File: config.mk
export PLATFORM = sky130hd
export DESIGN_NAME = scb_vector_monitor_flat
export DESIGN_NICKNAME = d
export VERILOG_FILES = /design/src/rtl/scb_vector_monitor_pkg.sv /design/src/rtl/scb_vector_monitor_if.sv /design/src/rtl/scb_mon_fifo.sv /design/src/rtl/scb_vector_monitor.sv /design/src/flat_wrapper.sv
export SDC_FILE = /design/constraint.sdc
export NUM_CORES = 1
export LEC_CHECK = 0
export BUFFER_PORTS_ARGS = -buffer_cell sky130_fd_sc_hd__buf_2
export CORE_MARGIN = 5
export CORE_UTILIZATION = 65
export DETAILED_ROUTE_END_ITERATION = 12
export PLACE_DENSITY = 0.84
export SETUP_SLACK_MARGIN = 0.4
export SLEW_MARGIN = 15
export SYNTH_ARGS = -nofsm -noshare
export SYNTH_HDL_FRONTEND = slang
export SYNTH_SLANG_ARGS = --single-unit
File: constraint.sdc
create_clock -name clk_sys_i -period 30.4 [get_ports clk_sys_i]
set_input_delay 1.52 -clock clk_sys_i [delete_from_list [all_inputs] [get_ports clk_sys_i]]
set_output_delay 1.52 -clock clk_sys_i [all_outputs]
set_load 0.03 [all_outputs]
File: src/rtl/scb_vector_monitor_pkg.sv
// Shared types and helpers for the vector-change monitor.
package scb_vector_monitor_pkg;

  localparam int C_WIDTH   = 30;
  localparam int C_TS_BITS = 16;

  typedef enum logic [1:0] {
    S_IDLE  = 2'd0,
    S_PRIME = 2'd1,
    S_RUN   = 2'd2
  } t_mon_state;

  typedef struct packed {
    logic [C_TS_BITS-1:0] ts;
    logic [C_WIDTH-1:0]   vec;
  } t_mon_event;

  function automatic int f_log2(input int value);
    int r;
    r = 0;
    while ((1 << r) < value) r++;
    return r;
  endfunction

endpackage

File: src/rtl/scb_vector_monitor_if.sv
// Capture/drain bus between the monitor and whoever consumes its events.
interface scb_vector_monitor_if
  import scb_vector_monitor_pkg::*;
#(
  parameter int g_width      = 30,
  parameter int g_ts_bits    = 16,
  parameter int g_fifo_depth = 8,
  parameter int g_drop_bits  = 8
);
  logic [g_width-1:0]            vector_i;
  logic                          enable_i;
  logic                          rd_i;
  logic                          clear_i;
  logic                          valid_o;
  logic [g_width-1:0]            vec_o;
  logic [g_ts_bits-1:0]          ts_o;
  logic [f_log2(g_fifo_depth):0] count_o;
  logic                          overflow_o;
  logic [g_drop_bits-1:0]        dropped_o;

  modport master (
    output vector_i, enable_i, rd_i, clear_i,
    input  valid_o, vec_o, ts_o, count_o, overflow_o, dropped_o
  );

  modport slave (
    input  vector_i, enable_i, rd_i, clear_i,
    output valid_o, vec_o, ts_o, count_o, overflow_o, dropped_o
  );
endinterface

File: src/rtl/scb_mon_fifo.sv
// Generic first-word-fall-through FIFO; a write into a full FIFO succeeds
// when a read happens in the same cycle.
module scb_mon_fifo
  import scb_vector_monitor_pkg::*;
#(
  parameter int g_depth = 8,
  parameter int g_dw    = 46
) (
  input  logic                      i_clk,
  input  logic                      i_rst,
  input  logic                      i_wr,
  input  logic [g_dw-1:0]           i_wdata,
  input  logic                      i_rd,
  output logic [g_dw-1:0]           o_rdata,
  output logic                      o_empty,
  output logic                      o_full,
  output logic [f_log2(g_depth):0]  o_count
);
  localparam int AW = f_log2(g_depth);
  localparam logic [AW:0] LP_FULL = (AW+1)'(g_depth);

  logic [g_dw-1:0] r_mem [g_depth];
  logic [AW-1:0]   r_wptr, r_rptr;
  logic [AW:0]     r_count;
  logic            w_rd, w_wr;

  assign o_empty = (r_count == '0);
  assign o_full  = (r_count == LP_FULL);
  assign w_rd    = i_rd & ~o_empty;
  assign w_wr    = i_wr & (~o_full | w_rd);
  assign o_rdata = r_mem[r_rptr];
  assign o_count = r_count;

  always_ff @(posedge i_clk or posedge i_rst) begin
    if (i_rst) begin
      for (int i = 0; i < g_depth; i++) r_mem[i] <= '0;
      r_wptr  <= '0;
      r_rptr  <= '0;
      r_count <= '0;
    end else begin
      if (w_wr) begin
        r_mem[r_wptr] <= i_wdata;
        r_wptr        <= r_wptr + 1'b1;
      end
      if (w_rd) r_rptr <= r_rptr + 1'b1;
      if (w_wr && !w_rd)      r_count <= r_count + 1'b1;
      else if (w_rd && !w_wr) r_count <= r_count - 1'b1;
    end
  end
endmodule

File: src/rtl/scb_vector_monitor.sv
// Watches a vector, queues {timestamp, vector} on every change, and counts
// events lost to a full FIFO.
module scb_vector_monitor
  import scb_vector_monitor_pkg::*;
#(
  parameter int g_width      = 30,
  parameter int g_ts_bits    = 16,
  parameter int g_fifo_depth = 8,
  parameter int g_drop_bits  = 8
) (
  input  logic                  clk_sys_i,
  input  logic                  rst_sys_i,
  scb_vector_monitor_if.slave   bus
);
  localparam int DW = g_width + g_ts_bits;

  t_mon_state             r_state, w_next;
  logic [g_ts_bits-1:0]   r_ts;
  logic [g_width-1:0]     r_prev;
  logic                   r_overflow;
  logic [g_drop_bits-1:0] r_dropped;
  logic                   w_push, w_drop, w_empty, w_full;
  logic [DW-1:0]          w_head;

  always_comb begin
    w_next = r_state;
    w_push = 1'b0;
    case (r_state)
      S_IDLE:  if (bus.enable_i) w_next = S_PRIME;
      S_PRIME: begin
        w_push = 1'b1;
        w_next = bus.enable_i ? S_RUN : S_IDLE;
      end
      S_RUN: begin
        if (!bus.enable_i)               w_next = S_IDLE;
        else if (bus.vector_i != r_prev) w_push = 1'b1;
      end
      default: w_next = S_IDLE;
    endcase
  end

  // A full FIFO only drops when no pop frees a slot in the same cycle.
  assign w_drop = w_push & w_full & ~bus.rd_i;

  always_ff @(posedge clk_sys_i or posedge rst_sys_i) begin
    if (rst_sys_i) begin
      r_state    <= S_IDLE;
      r_ts       <= '0;
      r_prev     <= '0;
      r_overflow <= 1'b0;
      r_dropped  <= '0;
    end else begin
      r_state <= w_next;
      r_ts    <= r_ts + 1'b1;
      if (r_state == S_PRIME || r_state == S_RUN) r_prev <= bus.vector_i;
      if (w_drop) begin
        r_overflow <= 1'b1;
        if (bus.clear_i)           r_dropped <= {{(g_drop_bits-1){1'b0}}, 1'b1};
        else if (r_dropped != '1)  r_dropped <= r_dropped + 1'b1;
      end else if (bus.clear_i) begin
        r_overflow <= 1'b0;
        r_dropped  <= '0;
      end
    end
  end

  scb_mon_fifo #(
    .g_depth (g_fifo_depth),
    .g_dw    (DW)
  ) u_fifo (
    .i_clk   (clk_sys_i),
    .i_rst   (rst_sys_i),
    .i_wr    (w_push),
    .i_wdata ({r_ts, bus.vector_i}),
    .i_rd    (bus.rd_i),
    .o_rdata (w_head),
    .o_empty (w_empty),
    .o_full  (w_full),
    .o_count (bus.count_o)
  );

  assign bus.valid_o    = ~w_empty;
  assign bus.vec_o      = w_empty ? '0 : w_head[g_width-1:0];
  assign bus.ts_o       = w_empty ? '0 : w_head[DW-1:g_width];
  assign bus.overflow_o = r_overflow;
  assign bus.dropped_o  = r_dropped;
endmodule

File: src/flat_wrapper.sv
// flat-port wrapper written by rule: the top's interface ports become plain ports
module scb_vector_monitor_flat import scb_vector_monitor_pkg::*;
#(
  parameter int g_width      = 30,
  parameter int g_ts_bits    = 16,
  parameter int g_fifo_depth = 8,
  parameter int g_drop_bits  = 8
)
  (clk_sys_i, rst_sys_i, bus_vector_i, bus_enable_i, bus_rd_i, bus_clear_i, bus_valid_o, bus_vec_o, bus_ts_o, bus_count_o, bus_overflow_o, bus_dropped_o);
  scb_vector_monitor_if #(.g_width(g_width), .g_ts_bits(g_ts_bits), .g_fifo_depth(g_fifo_depth), .g_drop_bits(g_drop_bits)) bus_i ();
  input  logic clk_sys_i;
  input  logic rst_sys_i;
  input wire logic [$bits(bus_i.vector_i)-1:0] bus_vector_i;
  input wire logic [$bits(bus_i.enable_i)-1:0] bus_enable_i;
  input wire logic [$bits(bus_i.rd_i)-1:0] bus_rd_i;
  input wire logic [$bits(bus_i.clear_i)-1:0] bus_clear_i;
  output wire logic [$bits(bus_i.valid_o)-1:0] bus_valid_o;
  output wire logic [$bits(bus_i.vec_o)-1:0] bus_vec_o;
  output wire logic [$bits(bus_i.ts_o)-1:0] bus_ts_o;
  output wire logic [$bits(bus_i.count_o)-1:0] bus_count_o;
  output wire logic [$bits(bus_i.overflow_o)-1:0] bus_overflow_o;
  output wire logic [$bits(bus_i.dropped_o)-1:0] bus_dropped_o;
  assign bus_i.vector_i = bus_vector_i;
  assign bus_i.enable_i = bus_enable_i;
  assign bus_i.rd_i = bus_rd_i;
  assign bus_i.clear_i = bus_clear_i;
  assign bus_valid_o = bus_i.valid_o;
  assign bus_vec_o = bus_i.vec_o;
  assign bus_ts_o = bus_i.ts_o;
  assign bus_count_o = bus_i.count_o;
  assign bus_overflow_o = bus_i.overflow_o;
  assign bus_dropped_o = bus_i.dropped_o;
  scb_vector_monitor #(.g_width(g_width), .g_ts_bits(g_ts_bits), .g_fifo_depth(g_fifo_depth), .g_drop_bits(g_drop_bits)) u_core (.clk_sys_i(clk_sys_i), .rst_sys_i(rst_sys_i), .bus(bus_i));
endmodule
==> flow_summary.ini, run 1 <==
[grt]
antenna_found_initial = 3
track_usage_pct = 25.17
grt_overflow = 0
grt_pass1_wl_um = 68150
grt_pass1_vias = 12230
grt_max_degree = 133

[yosys]
syn_inst = 1331
async_reset_ff_share_pct = 100.0
synth.top_cell.area_share_pct = 54.09
avgSynthCellArea_um2 = 15.12
synth_ff_type = dfrtp_1
synth-seq-area-share_pct = 54.09
synth_edf_count = 0
ys_types = 43
synthTopCellsByArea = dfrtp_1 (54%), mux2_2 (22%), mux4_2 (10%)
synth_warnings = 0
yosys.area.top_type = dfrtp_1
netlist_area_mm2 = 0.02013
synth-seq-cells = 435
synth_fp_nets = 1377

[sta]
slew_headroom_pct = 25.71
tns_ns = 0
timing.fmax_ghz = 0.1926
setup_ws_ns = 25.21
finClkSkew_ns = 0.01555
worst_pin_slew_ns = 1.114
slew_viol_final = 0
hold_viol = 0
finalCritPeriodShare_pct = 17.08
rsz0062_at_grt = no
finalSetupViolCount = 0
fin_crit_ns = 5.193

[setup_path]
worstSetupStartpointType = flop
endpoint_kind = primary output
r2r_slack_ns = 26.59
cp.arrival_ns = 3.67
crit_path_max_fanout = 48
critical_path_required_ns = 28.88
worstSetupPathType = reg2out

[route]
drc = 0
ant_nets = 0
wl_per_cell_um = 23.20
drt-total-wl_um = 41860
vias = 11230
vias_per_cell = 6.224
drt_iter0_drc = 688
drt_pass1_iterations = 4

[die]
dieArea_mm2 = 0.03458
num_rows = 64
start_util_pct = 65.79
core_mm2 = 0.03059
ioPinCount = 95
die_h_um = 186.0
die_w_um = 186.0

[clock_tree]
clock_sinks = 435
cts_resized = 0
clk_latency_ns = 0.54
root_buffer = clkbuf_16
cts_hold_buf = 0
cts_tree = yes
postCtsSetupRepairBufs = 0
path_clk_slew_ns = 0.06
ctsLongestPathBuffers = 3
cts_buffers = 45
htreeDepth = 2

[finish]
synthToLayoutAreaGrowth_pct = 9.891
drive_above_1_share_pct = 48.36
layout.cells.non_filler = 1804
fin_nets = 1417

[placed_design]
place_congestion = 0.7479
io_buffers = 94
hpwl_um = 23660
placed_cells = 1720
dpl_worst_slack_ns = 25.34

[power]
leakage_uw = 0.009991
p_per_area_mw_per_mm2 = 109.9
ir_drop_v = 0.00006392

[run]
drv_cap = 0

[hold_path]
hold_path.class = reg2reg

[run_status]
status = finished clean
==> routing by layer <==
metal / routed length [µm] / global-route usage, %
met1: 18210 / 35.84
met2: 21410 / 41.99
met3: 1367 / 3.205
met4: 860 / 6.529
met5: 13 / 0
==> path summary, 6_finish.rpt <==
kind / start / endpoint / depth (start not counted)
worst min register to register: u_core.u_fifo.r_mem[91]$_DFFE_PP0P_ / u_core.u_fifo.r_mem[91]$_DFFE_PP0P_ / 1
worst max-delay path: u_core.u_fifo.r_rptr[0]$_DFFE_PP0P_ / bus_ts_o[13] / 5
min in group asynchronous: rst_sys_i / u_core.u_fifo.r_mem[21]$_DFFE_PP0P_ / 2
worst max register to register: u_core.r_prev[21]$_DFFE_PP0N_ / u_core.u_fifo.r_mem[324]$_DFFE_PP0P_ / 7
max in group asynchronous: rst_sys_i / u_core.u_fifo.r_rptr[2]$_DFFE_PP0P_ / 3
worst min-delay path: u_core.u_fifo.r_mem[91]$_DFFE_PP0P_ / u_core.u_fifo.r_mem[91]$_DFFE_PP0P_ / 1
==> synthesized netlist by cell type, types with 10 or more instances <==
master	count
clkbuf_1	30
buf_2	44
inv_1	11
mux2i_1	47
buf_1	20
nand2_1	17
xnor2_1	13
mux4_2	92
xor2_1	39
mux2_1	12
dfrtp_1	435
mux2_2	395
nor2_1	61
ha_1	10
nand3_1	14
buf_4	19
==> power breakdown <==
part / total (µW) / switching (µW) / leakage, µW / internal [µW]
combinational: 926 / 446 / 0.00381 / 479
sequential: 969 / 171 / 0.00547 / 798
clock: 536 / 220 / 0.000709 / 316
==> flip-flops by register name, summed over array words and instances (netlist names), 2 cells and up <==
register and flops:
u_core.u_fifo.o_count 4, u_core.u_fifo.r_rptr 3, u_core.u_fifo.r_wptr 3, u_core.u_fifo.r_mem 368
u_core.r_prev 30, u_core.r_state 2, u_core.r_ts 16, u_core.bus.dropped_o 8
==> cell families after synthesis <==
group / share of synthesized area (%)
flops: 54.09
fa+ha+maj: 0.7212
compound gates: 1.405
simple gates: 2.897
buf+inv: 3.220
xor+xnor: 2.263
mux: 35.41
==> metrics by stage <==
step,power [µW],hold slack (ns),util [%],area [µm²]
floorplan,1668,0.4524,-,20130
global route,2568,0.5120,72.30,22120
CTS,2450,0.4864,72.28,22110
finish,2430,0.4892,72.30,22120
global placement,1865,0.4626,67.55,20660
detailed placement,1908,0.4732,67.55,20660
==> placed cells by master, fill, tap and decap left out, types with 2 or more instances in the layout <==
cell        netlist  layout
buf_4            19      17
mux2i_1          47      47
clkinvlp_4        0       2
bufinv_16         0       2
a211oi_1          5       5
mux2_1           12      12
and3_1            6       6
a211oi_4          1       4
dfrtp_1         435     432
clkbuf_1         30      15
inv_1            11      10
xor2_1           39      39
mux4_2           92      92
diode_2           0       2
clkbuf_16         0      47
mux2_2          395     395
xnor2_1          13      13
dfrtp_4           0       3
o21ai_0           3       3
nand2_1          17      17
nand2b_1          6       6
clkbuf_8          0       6
nor2b_1           4       4
a21oi_1           6       6
a2111o_2          0       3
o32ai_1           2       2
buf_2            44      94
nand4_1           5       5
nand3_1          14      14
nor2_1           61      61
ha_1             10      10
clkinv_2          0       8
nor4_1            8       7
nor3_1            2       2
==> cell type report <==
cell class	instances	area (µm²)
inverter	11	48.80
multi-input combinational	767	8625
timing repair buffer	111	598.1
sequential	435	10900
fill	1927	8473
clock inverter	14	132.6
tap	396	495.5
clock buffer	68	1315
antenna	2	5.005
==> worst max-delay path: stages (launching register included) <==
cell and delay [ns]:
dfrtp_4 1.04, buf_4 0.85, mux4_2 0.61, mux2i_1 0.24, nor2_1 0.10, buf_2 0.22
(Power assumes the default switching activity.)
==> run 2, diff against run 1 <==
CORE_UTILIZATION = 56   (was 65)
PLACE_DENSITY = 0.77   (was 0.84)
clock period = 4.58 ns   (was 30.4 ns; I/O delays follow)
==> flow_summary.ini, run 2 (synthesis results as in run 1) <==
[finish]
final_cell_area_mm2 = 0.02242
diodes = 0
largestRegisters = u_core.u_fifo.r_mem x368, u_core.r_prev x30, u_core.r_ts x16
n_fill_cell = 2578
regMostFlops = u_core.u_fifo.r_mem
synthToLayoutAreaGrowth_pct = 11.40
drive_above_1_share_pct = 48.76
seq_area_mm2 = 0.01090
fin_nets = 1427
largest_reg_flops = 368
final_cell_mix = dfrtp_1 (432), mux2_2 (395), buf_2 (94), mux4_2 (92), nor2_1 (61)
final_common_cell = dfrtp_1
multi_input_area_mm2 = 0.008625

[run_status]
status = finished clean

[placed_design]
place_area_mm2 = 0.02089
hpwl_um = 24350
place_congestion = 0.7519
io_buffers = 94
dpl_worst_slack_ns = 0.8021

[sta]
holdWs_ns = 0.05097
hold_viol = 0
rsz0062_at_grt = no
slew_viol_final = 0
worst_pin_slew_ns = 1.099
finalSetupViolCount = 0
setup_ws_ns = 0.7802
finalCritPeriodShare_pct = 82.97
slew_headroom_pct = 26.71
tns_ns = 0
finClkSkew_ns = 0.01994
timing.fmax_ghz = 0.2632
fin_crit_ns = 3.800

[setup_path]
critical_path_required_ns = 5.00
cp.arrival_ns = 4.22
crit_path_max_fanout = 17
endpoint_kind = flop
worstSetupStartpointType = flop
worstSetupPathType = reg2reg

[power]
leakage_uw = 0.01011
p_per_area_mw_per_mm2 = 727.3
ir_drop_v = 0.0005557

[grt]
grt_pass1_wl_um = 69210
grt_pass1_vias = 12150
antenna_found_initial = 2
track_usage_pct = 22.04
grt_max_degree = 117
grt_overflow = 0

[hold_path]
hold_path.class = in2reg

[route]
drt-total-wl_um = 42430
drt_pass1_iterations = 4
ant_nets = 0
drt_iter0_drc = 572
vias = 11210
drc = 0
wl_per_cell_um = 22.64
vias_per_cell = 5.982

[clock_tree]
path_clk_slew_ns = 0.06
cts_buffers = 46
ctsLongestPathBuffers = 3
htreeDepth = 2
clock_sinks = 435
postCtsSetupRepairBufs = 0
clk_latency_ns = 0.55
cts_tree = yes
root_buffer = clkbuf_16

[run]
drv_cap = 0

[die]
ioPinCount = 95
die_w_um = 199.6
num_rows = 69
core_mm2 = 0.03548
start_util_pct = 56.72
die_h_um = 199.6
dieArea_mm2 = 0.03983
==> run 2: cell count changes in the layout (fill, tap and decap cells not counted), moves of 2 or more <==
cell | previous run | this run
buf_12 | 0 | 8
clkbuf_8 | 6 | 11
diode_2 | 2 | 0
buf_4 | 17 | 15
clkbuf_1 | 15 | 10
dlygate4sd3_1 | 0 | 3
==> run 2: final timing paths <==
check                                                     from                              endpoint  slack (ns)  cells past startpoint
min reg2reg                u_core.u_fifo.r_mem[90]$_DFFE_PP0P_   u_core.u_fifo.r_mem[90]$_DFFE_PP0P_        0.48                      1
max in group asynchronous                            rst_sys_i  u_core.u_fifo.r_mem[325]$_DFFE_PP0P_        2.99                      4
max reg2reg                       u_core.r_prev[2]$_DFFE_PP0N_  u_core.u_fifo.o_count[3]$_DFFE_PP0P_        0.78                     13
min                                                bus_clear_i   u_core.bus.dropped_o[7]$_DFFE_PP0P_        0.05                      2
min in group asynchronous                            rst_sys_i   u_core.u_fifo.r_mem[73]$_DFFE_PP0P_        0.47                      3
max                               u_core.r_prev[2]$_DFFE_PP0N_  u_core.u_fifo.o_count[3]$_DFFE_PP0P_        0.78                     13
==> run 2: timing repair <==
item	in CTS	in global routing
resized for setup	0	0
hold endpoints to repair	39	0
hold buffers	3	0
==> run 2: final cells by class <==
cell class                      instances  area share (%)
Timing Repair Buffer                  120           3.449
Sequential cell                       435           48.60
Clock inverter                         12          0.6195
Clock buffer                           68           6.089
Inverter                               11          0.2009
Multi-Input combinational cell        767           38.47
Tap cell                              461           2.573
==> run 2: layer usage <==
metal	GRT usage (%)	wire length (µm)	up-vias
met4	5.132	859	4
met3	3.591	1517	71
met1	30.12	18490	6033
li1	-	-	4929
met2	37.61	21540	174
met5	0	27	-
==> run 2: report_power, final <==
group / switching, µW / internal, µW
sequential: 1080 / 5300
combinational: 2990 / 3240
clock: 1480 / 2220
==> run 2: worst max-delay path, stage by stage (launching register included) <==
cell     delay, ns
dfrtp_1       0.39
xor2_1        0.16
nor4_1        0.54
nand4_1       0.36
o21ai_4       0.64
a21oi_1       0.26
ha_1          0.27
inv_1         0.12
ha_1          0.25
a21o_1        0.17
a21oi_1       0.17
xnor2_1       0.13
nor2_1        0.06
xor2_1        0.14
==> run 2: per-stage QoR <==
stage	cells	utilization [%]	power, µW
5_1_grt	1874	63.19	17220
2_1_floorplan	1331	-	11070
4_1_cts	1874	63.19	16480
6_report	1874	63.19	16310
3_5_place_dp	1791	58.86	12730
3_3_place_gp	1791	58.86	12480
